==> src/rtl/pipe_hazard_ctrl_pkg.sv <==
// pipe_hazard_ctrl_pkg: shared controller state encoding and the hard-wired zero register index
package pipe_hazard_ctrl_pkg;
  typedef enum logic {RUN = 1'b0, MEM_WAIT = 1'b1} state_t;
  localparam logic [4:0] REG_ZERO = 5'd0;
endpackage

==> src/rtl/pipe_hazard_ctrl_if.sv <==
// pipe_hazard_ctrl_if: hazard status from the pipeline (master) and stage control back from the controller (slave)
interface pipe_hazard_ctrl_if;
  logic [4:0] fd_rs;
  logic [4:0] fd_rt;
  logic       fd_uses_rt;
  logic       de_mem_read;
  logic [4:0] de_dst_reg;
  logic       em_branch_taken;
  logic       mem_req;
  logic       mem_ready;
  logic       pc_wren;
  logic       fd_wren;
  logic       de_wren;
  logic       em_wren;
  logic       mw_wren;
  logic       fd_flush;
  logic       de_flush;
  logic       em_flush;
  logic       pc_sel_branch;
  modport master (
    output fd_rs, fd_rt, fd_uses_rt, de_mem_read, de_dst_reg, em_branch_taken, mem_req, mem_ready,
    input  pc_wren, fd_wren, de_wren, em_wren, mw_wren, fd_flush, de_flush, em_flush, pc_sel_branch
  );
  modport slave (
    input  fd_rs, fd_rt, fd_uses_rt, de_mem_read, de_dst_reg, em_branch_taken, mem_req, mem_ready,
    output pc_wren, fd_wren, de_wren, em_wren, mw_wren, fd_flush, de_flush, em_flush, pc_sel_branch
  );
endinterface

==> src/rtl/pipe_hazard_detect.sv <==
// pipe_hazard_detect: combinational load-use compare between the DE load and the FD sources
module pipe_hazard_detect
  import pipe_hazard_ctrl_pkg::*;
(
  input  logic       de_mem_read,
  input  logic [4:0] de_dst_reg,
  input  logic [4:0] fd_rs,
  input  logic [4:0] fd_rt,
  input  logic       fd_uses_rt,
  output logic       load_use
);
  assign load_use = de_mem_read && (de_dst_reg != REG_ZERO) &&
                    ((de_dst_reg == fd_rs) || (fd_uses_rt && (de_dst_reg == fd_rt)));
endmodule

==> src/rtl/pipe_hazard_ctrl.sv <==
// pipe_hazard_ctrl: stall/flush control for a 5-stage pipeline (memory wait > branch flush > load-use > advance)
// Ports: clk, reset_n (sync, active-low), bus (pipe_hazard_ctrl_if.slave).
// With PIPE_HAZARD_CTRL_PERF_EN defined, adds stall_cycles[31:0] and flush_count[31:0].
module pipe_hazard_ctrl
  import pipe_hazard_ctrl_pkg::*;
(
  input logic clk,
  input logic reset_n,
  pipe_hazard_ctrl_if.slave bus
`ifdef PIPE_HAZARD_CTRL_PERF_EN
  ,
  output logic [31:0] stall_cycles,
  output logic [31:0] flush_count
`endif
);
  state_t state;
  logic load_use, hold, adv, branch, stall;
  pipe_hazard_detect u_detect (
    .de_mem_read(bus.de_mem_read),
    .de_dst_reg (bus.de_dst_reg),
    .fd_rs      (bus.fd_rs),
    .fd_rt      (bus.fd_rt),
    .fd_uses_rt (bus.fd_uses_rt),
    .load_use   (load_use)
  );
  // In MEM_WAIT only mem_ready matters; once it rises the cycle follows normal RUN priority.
  always_comb begin
    hold   = (state == RUN) ? (bus.mem_req && !bus.mem_ready) : !bus.mem_ready;
    adv    = reset_n && !hold;
    branch = adv && bus.em_branch_taken;
    stall  = adv && !branch && load_use;
  end
  assign bus.pc_wren       = adv && !stall;
  assign bus.fd_wren       = adv && !stall;
  assign bus.de_wren       = adv;
  assign bus.em_wren       = adv;
  assign bus.mw_wren       = adv;
  assign bus.fd_flush      = branch;
  assign bus.de_flush      = branch || stall;
  assign bus.em_flush      = branch;
  assign bus.pc_sel_branch = branch;
  always_ff @(posedge clk)
    state <= (reset_n && hold) ? MEM_WAIT : RUN;
`ifdef PIPE_HAZARD_CTRL_PERF_EN
  always_ff @(posedge clk) begin
    if (!reset_n) begin
      stall_cycles <= 32'd0;
      flush_count  <= 32'd0;
    end else begin
      stall_cycles <= stall_cycles + {31'd0, !bus.pc_wren};
      flush_count  <= flush_count + {31'd0, branch};
    end
  end
`endif
endmodule

==> src/flat_wrapper.sv <==
// flat-port wrapper written by rule: the top's interface ports become plain ports
module pipe_hazard_ctrl_flat import pipe_hazard_ctrl_pkg::*;
  (clk, reset_n, bus_fd_rs, bus_fd_rt, bus_fd_uses_rt, bus_de_mem_read, bus_de_dst_reg, bus_em_branch_taken, bus_mem_req, bus_mem_ready, bus_pc_wren, bus_fd_wren, bus_de_wren, bus_em_wren, bus_mw_wren, bus_fd_flush, bus_de_flush, bus_em_flush, bus_pc_sel_branch);
  pipe_hazard_ctrl_if bus_i ();
  input logic clk;
  input logic reset_n;
  input wire logic [$bits(bus_i.fd_rs)-1:0] bus_fd_rs;
  input wire logic [$bits(bus_i.fd_rt)-1:0] bus_fd_rt;
  input wire logic [$bits(bus_i.fd_uses_rt)-1:0] bus_fd_uses_rt;
  input wire logic [$bits(bus_i.de_mem_read)-1:0] bus_de_mem_read;
  input wire logic [$bits(bus_i.de_dst_reg)-1:0] bus_de_dst_reg;
  input wire logic [$bits(bus_i.em_branch_taken)-1:0] bus_em_branch_taken;
  input wire logic [$bits(bus_i.mem_req)-1:0] bus_mem_req;
  input wire logic [$bits(bus_i.mem_ready)-1:0] bus_mem_ready;
  output wire logic [$bits(bus_i.pc_wren)-1:0] bus_pc_wren;
  output wire logic [$bits(bus_i.fd_wren)-1:0] bus_fd_wren;
  output wire logic [$bits(bus_i.de_wren)-1:0] bus_de_wren;
  output wire logic [$bits(bus_i.em_wren)-1:0] bus_em_wren;
  output wire logic [$bits(bus_i.mw_wren)-1:0] bus_mw_wren;
  output wire logic [$bits(bus_i.fd_flush)-1:0] bus_fd_flush;
  output wire logic [$bits(bus_i.de_flush)-1:0] bus_de_flush;
  output wire logic [$bits(bus_i.em_flush)-1:0] bus_em_flush;
  output wire logic [$bits(bus_i.pc_sel_branch)-1:0] bus_pc_sel_branch;
  assign bus_i.fd_rs = bus_fd_rs;
  assign bus_i.fd_rt = bus_fd_rt;
  assign bus_i.fd_uses_rt = bus_fd_uses_rt;
  assign bus_i.de_mem_read = bus_de_mem_read;
  assign bus_i.de_dst_reg = bus_de_dst_reg;
  assign bus_i.em_branch_taken = bus_em_branch_taken;
  assign bus_i.mem_req = bus_mem_req;
  assign bus_i.mem_ready = bus_mem_ready;
  assign bus_pc_wren = bus_i.pc_wren;
  assign bus_fd_wren = bus_i.fd_wren;
  assign bus_de_wren = bus_i.de_wren;
  assign bus_em_wren = bus_i.em_wren;
  assign bus_mw_wren = bus_i.mw_wren;
  assign bus_fd_flush = bus_i.fd_flush;
  assign bus_de_flush = bus_i.de_flush;
  assign bus_em_flush = bus_i.em_flush;
  assign bus_pc_sel_branch = bus_i.pc_sel_branch;
  pipe_hazard_ctrl u_core (.clk(clk), .reset_n(reset_n), .bus(bus_i));
endmodule
==> config.mk <==
export PLATFORM = sky130hd
export DESIGN_NAME = pipe_hazard_ctrl_flat
export DESIGN_NICKNAME = d
export VERILOG_FILES = /design/src/rtl/pipe_hazard_ctrl_pkg.sv /design/src/rtl/pipe_hazard_ctrl_if.sv /design/src/rtl/pipe_hazard_detect.sv /design/src/rtl/pipe_hazard_ctrl.sv /design/src/flat_wrapper.sv
export SDC_FILE = /design/constraint.sdc
export NUM_CORES = 1
export LEC_CHECK = 0
export ABC_CLOCK_PERIOD_IN_PS = 2170
export BUFFER_PORTS_ARGS = -buffer_cell sky130_fd_sc_hd__buf_2
export CORE_AREA = 2 2 39 41
export DETAILED_ROUTE_END_ITERATION = 6
export DIE_AREA = 0 0 41 43
export MAX_ROUTING_LAYER = met4
export PLACE_DENSITY_LB_ADDON = 0.1
export SLEW_MARGIN = 20
export SYNTH_ARGS = -nofsm -noshare
export SYNTH_HDL_FRONTEND = slang
export SYNTH_SLANG_ARGS = --single-unit
==> constraint.sdc <==
create_clock -name clk -period 2.17 [get_ports clk]
set_input_delay 0.434 -clock clk [delete_from_list [all_inputs] [get_ports clk]]
set_output_delay 0.434 -clock clk [all_outputs]
set_load 0.005 [all_outputs]
==> reports/qor.yml, run 1 <==
place_ws_ns: 0.168
syn_area_per_cell_um2: 7.63
boundaryPins: 31
seqPwrFrac: 0.241
postCtsResizedCells: 0
r2r.worst_path.cells: 2
yosys.area.top_type: "xor2_1"
synthDistinctLibCells: 16
grt_pass1_vias: 197
viasPerCell: 3.88
route.vias.total: 279
post-cts-setup-buffers: 0
cap_violations: 0
fin_util: 0.267
setup_viol: 0
areaGrowthSynthToFinish_pct: 56.1
largest_reg_flops: 1
ys_warn_count: 0
clkLatencyLatePin_ns: 0
outcome: "complete, no violations"
layout.cells.non_filler: 72
hold_viol_final: 0
drive_above_1_share: 0.554
post-synth-top-area-fraction: 0.333
layout_setup_ws_ns: 0.178
finalWirelength_um: 591
whs_ns: 0.476
core_mm2: 0.00138
dp_hpwl_um: 546
finalPower_uw: 82.6
ys_seq_area_frac: 0.0847
ys_ff_latch: 1
final_common_cell: "buf_2"
p_int_uw: 53.5
fin_crit_ns: 1.99
clock_skew_ns: 0
drtIter0Drc: 0
comb_power_share: 0.759
power.density_mw_per_mm2: 224
n_antenna_cell: 0
row_count: 14
placed_cell_area_um2: 369
final_nets: 80
cp.required_ns: 1.74
worstPathArrival_ns: 1.56
syn_area_um2: 236
fin_crit_sh: 0.918
dr.pass1.iters: 1
grt_setup_unrepaired: "no"
place_inst: 72
leakagePower_nw: 0.211
slew-limit-headroom: 0.835
ant_nets: 0
die_area_mm2: 0.00176
routedWlPerCell_um: 8.21
clk_pin_slew_ns: 0
grt_pass1_wl_um: 683
gp_congestion: 0.683
design_area_um2: 369
min_path_type: "reg -> reg"
tightest_slew_ns: 0.248
fill_cells: 153
antenna_found_initial: 0
end_kind: "primary output"
dieHeight_um: 43
crit_fanout: 3
die_width_um: 41
regMostFlops: "u_core.state"
whs_path_depth: 2
syn_nets: 53
overflow: 0
start_util: 0.171
setup.worst_path.class: "in -> out"
p_clk_frac: 0
hold_buffers: 0
critPathLaunchType: "input pin"
ir_drop_uv: 97.6
tns_ns: 0
synthTopCellsByArea: "xor2_1 33%, buf_4 16%, dfxtp_1 8.5%"
drc: 0
power.net_switching_uw: 29.1
switching_share: 0.352
synth_cells: 31
grt_max_degree: 7
portBuffers: 30
slew_violations: 0
fmax_mhz: 502
track_usage: 0.0523
top_regs: "u_core.state x1"
final_cell_mix: "30 x buf_2, 9 x xor2_1, 3 x inv_1"
routing by layer:
layer / global-route usage / vias up / wire length (um)
li1: - / 149 / -
met1: 0.0573 / 116 / 227
met2: 0.103 / 14 / 300
met3: 0 / 0 / 63
met4: 0 / 0 / 0
met5: - / - / 0
worst max-delay path: stages:
cell and delay [ns]:
buf_2 0.12, xor2_1 0.16, nor4_2 0.25, a32oi_1 0.16, o31a_1 0.30, buf_2 0.13
worst paths after layout:
kind                                      startpoint              endpoint  slack, ns
worst max-delay path               bus_de_dst_reg[4]           bus_pc_wren       0.18
worst min-delay path            u_core.state$_DFF_P_  u_core.state$_DFF_P_       0.48
worst max register to register  u_core.state$_DFF_P_  u_core.state$_DFF_P_       1.58
worst min register to register  u_core.state$_DFF_P_  u_core.state$_DFF_P_       0.48
final cells by class:
class	instances	area, um^2	share of cell area
well taps	16	20.0	0.0542
repair buffers	30	150	0.407
flip-flops and latches	1	20.0	0.0542
multi-input cells	22	168	0.454
inverters	3	11.3	0.0305
cells by family (layout without fill, tap and decap cells):
group / Yosys count / count (layout) / share of synthesized area
DFF: 1 / 1 / 0.0847
xor gates and xnor gates: 10 / 10 / 0.370
and+or+nand+nor: 7 / 7 / 0.180
AOI/OAI and AO/OA: 5 / 5 / 0.159
buffers and inverters: 8 / 33 / 0.206
power groups by stage:
stage	combinational (mW)	clock (mW)	sequential (mW)
floorplan	0.0350	0	0.0198
global placement	0.0649	0	0.0199
detailed placement	0.0634	0	0.0199
CTS	0.0640	0	0.0199
global route	0.0691	0	0.0199
finish	0.0627	0	0.0199
Yosys cell counts:
library cell and count:
xor2_1 9, buf_4 5, inv_1 3, nor2_1 2
a32oi_1 1, and2_1 1, dfxtp_1 1, nand2_1 1
nor3_1 1, nor4_2 1, o21ai_1 1, o21bai_1 1
o31a_1 1, o31ai_1 1, or4_1 1, xnor2_1 1
Note: power is estimated with default switching activity, not from simulation.
==> run 2: changes to the inputs <==
--- a/config.mk
+++ b/config.mk
@@ -7,9 +7,11 @@
 export LEC_CHECK = 0
 export ABC_CLOCK_PERIOD_IN_PS = 2170
 export BUFFER_PORTS_ARGS = -buffer_cell sky130_fd_sc_hd__buf_2
-export CORE_AREA = 2 2 39 41
+export CELL_PAD_IN_SITES_DETAIL_PLACEMENT = 1
+export CELL_PAD_IN_SITES_GLOBAL_PLACEMENT = 1
+export CORE_MARGIN = 2
+export CORE_UTILIZATION = 17
 export DETAILED_ROUTE_END_ITERATION = 6
-export DIE_AREA = 0 0 41 43
 export MAX_ROUTING_LAYER = met4
 export PLACE_DENSITY_LB_ADDON = 0.1
 export SLEW_MARGIN = 20
==> run 2 against run 1 <==
Routed wire length grew 11%. Setup slack gained 0.0080 ns. Critical path depth unchanged. Critical endpoint is now bus_fd_wren. Largest cell class unchanged. Highest routed layer unchanged. Via count down 2.5%. Largest power group unchanged. Final cell count shrank 1.4%. Total power rose by 0.17%.
==> reports/qor.yml, run 2 (synthesized netlist as in run 1, its figures left out) <==
outcome: "complete, no violations"
whs_path_depth: 2
end_kind: "primary output"
portBuffers: 30
drc: 0
r2r_slack_ns: 1.58
ir_drop_uv: 84.9
setup_viol: 0
layout_setup_ws_ns: 0.186
ant_nets: 0
dp_hpwl_um: 619
clkLatencyLatePin_ns: 0
hold_buffers: 0
reg2reg_from: "u_core.state$_DFF_P_"
areaGrowthSynthToFinish_pct: 55.6
tns_ns: 0
fin_crit_sh: 0.914
postCtsResizedCells: 0
start_util: 0.182
gp_congestion: 0.596
route.vias.total: 272
track_usage: 0.0804
hold_end: "u_core.state$_DFF_P_"
grt_setup_unrepaired: "no"
cp.required_ns: 1.74
worstPathArrival_ns: 1.55
final_cell_mix: "30 x buf_2, 9 x xor2_1, 3 x inv_1"
fin_crit_ns: 1.98
regArea_um2: 20.0
core_mm2: 0.00130
die_area_mm2: 0.00171
place_inst: 71
antenna_found_initial: 0
dieHeight_um: 41.3
fmax_mhz: 504
cap_violations: 0
tightest_slew_ns: 0.220
whs_ns: 0.478
fill_cells: 187
viasPerCell: 3.83
grt_max_degree: 7
final_nets: 80
power.density_mw_per_mm2: 225
drtIter0Drc: 0
r2r-end: "u_core.state$_DFF_P_"
grt_pass1_vias: 243
finalPower_uw: 82.8
boundaryPins: 31
slew_violations: 0
top_regs: "u_core.state x1"
dr.pass1.iters: 1
post-cts-setup-buffers: 0
drive_above_1_share: 0.554
regMostFlops: "u_core.state"
clock_skew_ns: 0
finalWirelength_um: 655
layout.cells.non_filler: 71
setup.worst_path.class: "in -> out"
row_count: 13
crit_fanout: 3
routedWlPerCell_um: 9.23
overflow: 0
grt_pass1_wl_um: 924
place_ws_ns: 0.162
n_antenna_cell: 0
slew-limit-headroom: 0.853
min_path_type: "reg -> reg"
die_width_um: 41.3
r2r.worst_path.cells: 2
hold_viol_final: 0
final_common_cell: "buf_2"
hp-start: "u_core.state$_DFF_P_"
critPathLaunchType: "input pin"
leakagePower_nw: 0.211
largest_reg_flops: 1
clk_pin_slew_ns: 0
multi_input_area_um2: 168
==> run 2: worst max path at each step <==
stage | cells past startpoint | to | slack [ns] | startpoint
after floorplan | 5 | bus_pc_wren | 0.32 | bus_de_dst_reg[4]
after global placement | 6 | bus_pc_wren | 0.19 | bus_de_dst_reg[4]
after detailed placement | 6 | bus_pc_wren | 0.16 | bus_de_dst_reg[4]
after CTS | 6 | bus_pc_wren | 0.16 | bus_de_dst_reg[4]
after global routing | 6 | bus_pc_wren | 0.09 | bus_de_dst_reg[4]
final | 6 | bus_fd_wren | 0.19 | bus_de_dst_reg[4]
==> run 2: layout make-up <==
cell class | count | share of cell area
well taps | 15 | 0.0510
multi-input cells | 22 | 0.456
repair buffers | 30 | 0.408
inverters | 3 | 0.0306
flip-flops and latches | 1 | 0.0544
==> run 2: critical path: stages <==
cell and delay [ns]:
buf_2 0.12, xor2_1 0.16, nor4_2 0.25, a32oi_1 0.15
o31a_1 0.30, buf_2 0.13
==> run 2: routing by layer <==
layer,up-vias,global-route usage,wire length (um)
met2,18,0.133,261
li1,149,-,-
met1,105,0.117,314
met3,0,0,80
met4,0,0,0
met5,-,-,0
==> run 2: report_power, final <==
group / switching [mW] / total, mW / leakage [nW] / internal [mW]
clock network: 0 / 0 / 0 / 0
registers: 0.000271 / 0.0199 / 0.00823 / 0.0197
logic: 0.0290 / 0.0628 / 0.203 / 0.0339
total: 0.0292 / 0.0828 / 0.211 / 0.0535
==> run 2: through the flow <==
| stage | cell area [um^2] | util |
|---|---|---|
| 2_1_floorplan | 236 | - |
| 5_1_grt | 368 | 0.283 |
| 3_5_place_dp | 368 | 0.283 |
| 4_1_cts | 368 | 0.283 |
| 3_3_place_gp | 368 | 0.283 |
| 6_report | 368 | 0.283 |
==> run 3: changes to the inputs <==
--- a/config.mk
+++ b/config.mk
@@ -10,11 +10,12 @@
 export CELL_PAD_IN_SITES_DETAIL_PLACEMENT = 1
 export CELL_PAD_IN_SITES_GLOBAL_PLACEMENT = 1
 export CORE_MARGIN = 2
-export CORE_UTILIZATION = 17
+export CORE_UTILIZATION = 18
 export DETAILED_ROUTE_END_ITERATION = 6
 export MAX_ROUTING_LAYER = met4
-export PLACE_DENSITY_LB_ADDON = 0.1
+export PLACE_DENSITY = 0.81
 export SLEW_MARGIN = 20
 export SYNTH_ARGS = -nofsm -noshare
 export SYNTH_HDL_FRONTEND = slang
+export SYNTH_HIERARCHICAL = 1
 export SYNTH_SLANG_ARGS = --single-unit
==> run 3 against run 2 <==
Register-to-register slack got worse by 0.18 ns. Sequential power barely moved. Final cell count rose by 2.8%. Synthesized area rose by 7.4%. Utilization rose by 4.2 points. Die area rose by 1.3%. Hold slack improved by 0.15 ns. Via count rose by 13%. Sequential share of layout area fell by 0.76 points. Sequential cell count did not move. Critical path type unchanged.
==> reports/qor.yml, run 3 <==
outcome: "complete, no violations"
regMostFlops: "u_core/state"
cap_violations: 0
critPathTopFamily: "simple AND/OR/NAND/NOR gates"
ys_seq_area_frac: 0.0788
clkLatencyLatePin_ns: 0
dieHeight_um: 41.6
final_cell_mix: "28 x buf_2, 7 x xor2_1, 3 x xnor2_1"
setup_viol: 0
track_usage: 0.0937
yosys.area.top_type: "xor2_1"
drtIter0Drc: 2
layout.cells.non_filler: 73
finalPower_uw: 93.6
ant_nets: 0
async_flop_share: 0
grt_max_degree: 6
n_antenna_cell: 0
areaGrowthSynthToFinish_pct: 68.5
start_util: 0.193
hold_buffers: 0
dr.pass1.iters: 2
setup.worst_path.class: "in -> out"
die_area_mm2: 0.00173
syn_area_um2: 254
ir_drop_uv: 67.0
syn_area_per_cell_um2: 7.94
hold_viol_final: 0
route.vias.total: 306
path_buf_inv: 2
synth_flop_cell: "dfxtp_1"
viasPerCell: 4.19
crit_fanout: 3
slew_violations: 0
largest_reg_flops: 1
die_width_um: 41.6
synth_edf_count: 0
tns_ns: 0
final_nets: 82
routedWlPerCell_um: 10.9
power.density_mw_per_mm2: 219
fin_crit_ns: 2.16
leakagePower_nw: 0.214
slowest_stage: "or4_4"
crit_chain: "buf_8, or4_4, o21ai_2, a21oi_2, nor2b_4, nor3b_2, buf_2"
end_kind: "primary output"
place_inst: 72
post-synth-top-area-fraction: 0.241
boundaryPins: 31
finalWirelength_um: 796
grt_pass1_vias: 328
synth_cells: 32
yosysMostFrequentCell: "xor2_1"
grt_setup_unrepaired: "yes"
ys_warn_count: 6
clock_skew_ns: 0
min_path_type: "reg -> reg"
worstPathArrival_ns: 1.73
syn_nets: 54
dp_hpwl_um: 701
cp.required_ns: 1.74
final_common_cell: "buf_2"
synthTopCellsByArea: "xor2_1 24%, buf_4 15%, xnor2_1 10%"
overflow: 0
top_regs: "u_core/state x1"
gp_congestion: 0.733
slew-limit-headroom: 0.860
tightest_slew_ns: 0.209
row_count: 13
clk_pin_slew_ns: 0
drive_above_1_share: 0.655
fmax_mhz: 463
antenna_found_initial: 0
ys_ff_latch: 1
grt_pass1_wl_um: 1320
drc: 0
portBuffers: 30
whs_ns: 0.626
critPathMaxStageDelay_ns: 0.54
critPathLaunchType: "input pin"
core_mm2: 0.00132
synth_common_cells: "7 x xor2_1, 5 x buf_4, 3 x xnor2_1"
synthDistinctLibCells: 17
fin_util: 0.325
fin_crit_sh: 0.996
-- run 3: tightest hold or removal path, delay by kind of cell, from the launching register on --
family / cells / cell delay (ns)
DFF: 1 / 0.30
AOI/OAI and AO/OA: 1 / 0.16
and+or+nand+nor: 1 / 0.13
-- run 3: logic make-up (layout without fill, tap and decap cells) --
logic type                after synthesis  in the layout  share of synthesized area
DFF                                     1              1                     0.0788
buffers and inverters                   5             31                      0.148
AOI/OAI and AO/OA                       4              4                      0.123
and+or+nand+nor                        12             12                      0.305
xor gates and xnor gates               10             10                      0.345
-- run 3: what timing repair did --
action / in CTS / in global routing
resized for setup: 6 / 4
buffers inserted: 0 / 1
pin swaps: 0 / 5
cloned: 0 / 0
endpoints found under the setup margin: 2 / 3
-- run 3: routing by layer --
layer | part of all wire | vias up | wire length, um | GRT usage
met4 | 0 | 0 | 0 | 0
met5 | 0 | - | 0 | -
met2 | 0.57 | 18 | 454 | 0.197
met3 | 0.089 | 0 | 71 | 0.00870
li1 | - | 157 | - | -
met1 | 0.34 | 131 | 270 | 0.0964
-- run 3: final cells by class --
cell class              instances  area, um^2
fillers                       177         890
multi-input cells              26         215
flip-flops and latches          1        20.0
well taps                      15        18.8
repair buffers                 31         174
-- run 3: through the flow --
stage / instance area, um^2 / worst slack, ns
3_3_place_gp: 385 / 0.00804
4_1_cts: 405 / 0.00728
3_5_place_dp: 385 / -0.0179
6_report: 428 / 0.00951
5_1_grt: 428 / -0.0683
2_1_floorplan: 254 / 0.167
-- run 3: power by group --
group | internal [mW] | total, mW | switching (mW)
clock network | 0 | 0 | 0
logic | 0.0420 | 0.0735 | 0.0316
registers | 0.0197 | 0.0200 | 0.000373
-- run 3: worst paths after layout --
check	cells after the start	startpoint	endpoint	slack [ns]
max reg2reg	2	u_core/state$_DFF_P_	u_core/state$_DFF_P_	1.40
min reg2reg	2	u_core/state$_DFF_P_	u_core/state$_DFF_P_	0.63
max	7	bus_de_dst_reg[4]	bus_fd_wren	0.01
min	2	u_core/state$_DFF_P_	u_core/state$_DFF_P_	0.63
